===== config.mk =====
export PLATFORM = sky130hd
export DESIGN_NAME = seq_param_alu
export DESIGN_NICKNAME = d
export VERILOG_FILES = /design/src/rtl/seq_param_alu.sv
export SDC_FILE = /design/constraint.sdc
export NUM_CORES = 1
export LEC_CHECK = 0
export ABC_AREA = 1
export BUFFER_PORTS_ARGS = -buffer_cell sky130_fd_sc_hd__clkbuf_2
export CORE_AREA = 10 10 117 119
export CTS_CLUSTER_SIZE = 10
export DETAILED_ROUTE_END_ITERATION = 12
export DIE_AREA = 0 0 127 129
export GPL_ROUTABILITY_DRIVEN = 0
export PLACE_DENSITY_LB_ADDON = 0.2
export SETUP_SLACK_MARGIN = 0.4
export SYNTH_ARGS = -nofsm -noshare
export SYNTH_HDL_FRONTEND = slang
export SYNTH_SLANG_ARGS = --single-unit

===== constraint.sdc =====
create_clock -name clk -period 2.7 [get_ports clk]
set_input_delay 0.27 -clock clk [delete_from_list [all_inputs] [get_ports clk]]
set_output_delay 0.27 -clock clk [all_outputs]
set_load 0.01 [all_outputs]

===== src/rtl/seq_param_alu.sv =====
// seq_param_alu: registered WIDTH-bit ALU with valid/ready handshakes and an iterative shift-add multiplier
module seq_param_alu #(
    parameter int WIDTH = 8
) (
    input  logic             clk,
    input  logic             reset,
    input  logic             in_valid,
    output logic             in_ready,
    input  logic [2:0]       op,
    input  logic [WIDTH-1:0] a,
    input  logic [WIDTH-1:0] b,
    output logic             out_valid,
    input  logic             out_ready,
    output logic [WIDTH-1:0] result,
    output logic [WIDTH-1:0] result_hi,
    output logic             flag_z,
    output logic             flag_n,
    output logic             flag_c,
    output logic             flag_v,
    output logic             busy
);
    localparam int CW = $clog2(WIDTH + 1);
    localparam logic [2:0] OP_NEGA = 3'b000, OP_NEGB = 3'b001, OP_ADD = 3'b010,
                           OP_AND = 3'b100, OP_OR = 3'b101, OP_MUL = 3'b110;

    typedef enum logic [1:0] {IDLE, BUSY, DONE} stateT;

    stateT              state;
    logic [WIDTH-1:0]   mcand, mplier, x, y, aluLo;
    logic [2*WIDTH-1:0] prod, prodNext;
    logic [CW-1:0]      cnt;
    logic [WIDTH:0]     sum, mulSum;
    logic               cin, isArith, overflow, accept;

    assign in_ready = (state == IDLE) || (state == DONE && out_ready);
    assign accept   = in_valid && in_ready;

    // One shared adder covers NEG_A, NEG_B, ADD and SUB
    always_comb begin
        x        = (op == OP_NEGB) ? '0 : (op == OP_NEGA) ? ~a : a;
        y        = (op == OP_NEGA) ? '0 : (op == OP_ADD) ? b : ~b;
        cin      = op != OP_ADD;
        sum      = {1'b0, x} + {1'b0, y} + (WIDTH + 1)'(cin);
        isArith  = ~op[2];
        overflow = (x[WIDTH-1] == y[WIDTH-1]) && (sum[WIDTH-1] != x[WIDTH-1]);
        aluLo    = isArith ? sum[WIDTH-1:0] : (op == OP_AND) ? (a & b) : (op == OP_OR) ? (a | b) : (a ^ b);
        mulSum   = {1'b0, prod[2*WIDTH-1:WIDTH]} + (mplier[0] ? {1'b0, mcand} : '0);
        prodNext = {mulSum, prod[WIDTH-1:1]};
    end

    always_ff @(posedge clk or posedge reset) begin
        if (reset) begin
            state     <= IDLE;
            out_valid <= 1'b0;
            busy      <= 1'b0;
            result    <= '0;
            result_hi <= '0;
            flag_z    <= 1'b0;
            flag_n    <= 1'b0;
            flag_c    <= 1'b0;
            flag_v    <= 1'b0;
            mcand     <= '0;
            mplier    <= '0;
            prod      <= '0;
            cnt       <= '0;
        end else if (state == BUSY) begin
            prod   <= prodNext;
            mplier <= mplier >> 1;
            cnt    <= cnt - 1'b1;
            if (cnt == CW'(1)) begin
                state     <= DONE;
                busy      <= 1'b0;
                out_valid <= 1'b1;
                result    <= prodNext[WIDTH-1:0];
                result_hi <= prodNext[2*WIDTH-1:WIDTH];
                flag_z    <= prodNext[WIDTH-1:0] == '0;
                flag_n    <= prodNext[WIDTH-1];
                flag_c    <= |prodNext[2*WIDTH-1:WIDTH];
                flag_v    <= 1'b0;
            end
        end else if (accept) begin
            if (op == OP_MUL) begin
                state     <= BUSY;
                busy      <= 1'b1;
                out_valid <= 1'b0;
                mcand     <= a;
                mplier    <= b;
                prod      <= '0;
                cnt       <= CW'(WIDTH);
            end else begin
                state     <= DONE;
                out_valid <= 1'b1;
                result    <= aluLo;
                result_hi <= '0;
                flag_z    <= aluLo == '0;
                flag_n    <= aluLo[WIDTH-1];
                flag_c    <= isArith & sum[WIDTH];
                flag_v    <= isArith & overflow;
            end
        end else if (state == DONE && out_ready) begin
            state     <= IDLE;
            out_valid <= 1'b0;
        end
    end
endmodule


==> impl_metrics.env <==
export IMPL_status="completed"
export IMPL_ys_ff_latch=57
export IMPL_pwr_share_seq_pct=34.2
export IMPL_synthFlopType="dfrtp_1"
export IMPL_overflow=0
export IMPL_synth_seq_area_share_pct=35.3
export IMPL_grt_max_degree=58
export IMPL_path_clk_slew_ns=0.05
export IMPL_fin_crit_sh_pct=80.1
export IMPL_worstSetupEndpointType="flip-flop"
export IMPL_cellPowerDensity_nw_per_um2=819
export IMPL_p_sw_mw=1.51
export IMPL_setup_viol=0
export IMPL_synth_edf_count=0
export IMPL_yosys_warnings=0
export IMPL_p_sw_share_pct=37.8
export IMPL_hold_worst_slack_ns=0.136
export IMPL_cts_made_buffers=9
export IMPL_start_util_pct=35.7
export IMPL_finalMaxSlewViolations=0
export IMPL_postRouteAntennaNets=0
export IMPL_root_buffer="clkbuf_16"
export IMPL_pwr_share_comb_pct=39.0
export IMPL_synthCells=548
export IMPL_clockBufferDepth=2
export IMPL_final_cell_mix="152 x nand2_1, 69 x inv_1, 56 x dfrtp_1"
export IMPL_drc=0
export IMPL_fin_crit_ns=2.16
export IMPL_hold_path_class="primary input to async pin"
export IMPL_grt_pass1_vias=3741
export IMPL_htree_levels=3
export IMPL_ys_async_sr_fraction_pct=100
export IMPL_drt_iter0_markers=288
export IMPL_cp_arrival_ns=2.42
export IMPL_nFillCells=1159
export IMPL_ir_drop_mv=0.341
export IMPL_synth_xor_area_share_pct=1.08
export IMPL_synth_compound_area_share_pct=15.5
export IMPL_core_rowCount=39
export IMPL_crit_family="simple AND/OR/NAND/NOR gates"
export IMPL_antenna_found_initial=0
export IMPL_seq_area_um2=1430
export IMPL_dr_total_vias=3762
export IMPL_clk_latency_ns=0.33
export IMPL_io_pins=46
export IMPL_syn_avg_cell_area_um2=7.37
export IMPL_placed_area_um2=4430
export IMPL_final_area_um2=4880
export IMPL_path_max_fanout=4
export IMPL_die_w_um=127
export IMPL_worst_slew_pin_slew_ns=0.727
export IMPL_routed_via_density=5.00
export IMPL_crit_chain="buf_6 > nor2_4 > inv_2 > nor2_4 > buf_6 > o21ai_2 > fa_2 > inv_2 > fa_2 > nand2_2 > nand2_2 > nand3_1 > nand3_1 > nand2_1 > nor2_1 > nand3_1 > nor2_1 > nand2_1 > a21oi_2"
export IMPL_synth_top_family_by_area="simple AND/OR/NAND/NOR gates"
export IMPL_worst_slack_ns=0.538
export IMPL_routedWlPerCell_um=15.2
export IMPL_yosys_area_share_simple_pct=26.3
export IMPL_synthMuxAreaShare_pct=0
export IMPL_max_freq_mhz=463
export IMPL_multi_input_area_um2=2300
export IMPL_crit_top_cell="nand3_1"
export IMPL_synth_cell_types=43
export IMPL_start_kind="primary input"
export IMPL_fin_nets=665
export IMPL_cp_slowest_stage_delay_ns=0.34
export IMPL_cp_num_buf_inv=4
export IMPL_p_clk_share_pct=26.9
export IMPL_grt_use_total_pct=14.1
export IMPL_design_core_area_um2=11300
export IMPL_diodes=0
export IMPL_grt_setup_unrepaired="false"
export IMPL_die_h_um=129
export IMPL_grt_first_pass_wirelength_mm=19.0
export IMPL_cts_hold_buf=0
export IMPL_areaGrowthSynthToFinish_pct=20.8
export IMPL_layout_commonest_cell="nand2_1"
export IMPL_setup_tns_ns=0
export IMPL_crit_type="primary input to flip-flop"
export IMPL_routed_wl_mm=11.4
export IMPL_dr_pass1_iters=4
export IMPL_io_buffers=45
export IMPL_clock_sinks=57
export IMPL_skew_ns=0.00662
export IMPL_p_int_mw=2.49
export IMPL_cts_tree="built"
export IMPL_drive_gt1_share_pct=21.1
export IMPL_dpl_hpwl_mm=8.71
export IMPL_syn_area_um2=4040
export IMPL_syn_num_nets=607
export IMPL_die_area_um2=16400
export IMPL_power_mw=4.00
export IMPL_worstPathRequired_ns=2.96
export IMPL_cap_violations=0
export IMPL_p_leak_nw=2.65
export IMPL_hold_viol=0
export IMPL_crit_slowest_cell="fa_2"
export IMPL_dpl_worst_slack_ns=0.0562
export IMPL_synthAdderAreaFrac_pct=11.7
export IMPL_max_slew_margin_pct=51.5
==> metrics by stage <==
step	instances	utilization [%]
final	753	43.1
after global routing	753	43.1
after CTS	744	41.6
after detailed placement	729	39.1
after global placement	729	39.1
after floorplan	548	-
==> repair_timing <==
item | 4_1_cts | 5_1_grt
pin swaps | 2 | 19
buffers inserted | 0 | 9
resized for setup | 4 | 40
endpoints found under the hold margin | 0 | 0
endpoints found under the setup margin | 2 | 10
==> worst paths after layout <==
kind	start	to	slack (ns)	cells past startpoint
min in group clk	out_ready	out_valid	0.26	4
max in group asynchronous	reset	mplier[0]	2.05	3
worst min-delay path	reset	result[0]	0.14	3
worst max register to register	mplier[0]	flag_c	0.55	11
worst max-delay path	op[1]	flag_z	0.54	19
worst min register to register	result_hi[7]	result_hi[7]	0.48	2
==> worst min-delay path, stage by stage <==
cell and delay [ns]:
clkbuf_2 0.09, inv_2 0.03, buf_4 0.56
==> cell usage after synthesis (4+ instances only) <==
| master | instances | area (µm²) |
|---|---|---|
| clkbuf_1 | 6 | 22.5 |
| nand3_1 | 36 | 180 |
| o22ai_1 | 6 | 37.5 |
| nor2_1 | 27 | 101 |
| or2_2 | 6 | 37.5 |
| o21ai_2 | 6 | 52.6 |
| xor2_1 | 5 | 43.8 |
| o21ai_0 | 31 | 155 |
| nand2_1 | 155 | 582 |
| buf_2 | 4 | 20.0 |
| inv_2 | 6 | 22.5 |
| dfrtp_1 | 57 | 1430 |
| nor3_1 | 6 | 30.0 |
| a21oi_1 | 35 | 175 |
| inv_1 | 72 | 270 |
| ha_1 | 33 | 413 |
| nand4_1 | 6 | 37.5 |
| buf_6 | 4 | 45.0 |
| o21ai_1 | 5 | 25.0 |
==> power by group through the flow <==
stage	sequential [mW]	clock (mW)	combinational (mW)
finish	1.37	1.07	1.56
global route	1.40	1.14	1.78
CTS	1.37	1.09	1.50
detailed placement	1.37	0	1.49
global placement	1.37	0	1.46
floorplan	1.35	0	1.07
==> cell type report <==
| type | instances | share of cell area, % |
|---|---|---|
| repair buffers | 64 | 7.92 |
| multi-input cells | 395 | 47.1 |
| well taps | 143 | 3.66 |
| inverters | 79 | 6.38 |
| clock buffers | 11 | 4.77 |
| flip-flops and latches | 57 | 29.2 |
| clock inverters | 4 | 0.923 |
==> registers in the layout, summed over array words and instances, names as in the netlist, 4 cells and up <==
signal	flops
result_hi	8
prod	15
mplier	8
cnt	4
result	8
mcand	8
==> kinds of logic (layout without fill, tap and decap cells) <==
| logic type | Yosys count | count (layout) |
|---|---|---|
| adders and majority gates | 36 | 36 |
| xor gates and xnor gates | 5 | 5 |
| DFF | 57 | 57 |
| AOI/OAI and AO/OA | 106 | 106 |
| buffers and inverters | 96 | 158 |
| and+or+nand+nor | 248 | 248 |
==> metal layers <==
| layer | vias up | wire, µm | share of wire (%) | global-route usage [%] |
|---|---|---|---|---|
| met2 | 111 | 4880 | 43 | 21.0 |
| met4 | 0 | 342 | 3.0 | 6.56 |
| met1 | 1729 | 5510 | 48 | 18.8 |
| met3 | 21 | 683 | 6.0 | 3.57 |
| li1 | 1901 | - | - | - |
| met5 | - | 0 | 0 | 0 |
(Power assumes the default switching activity.)
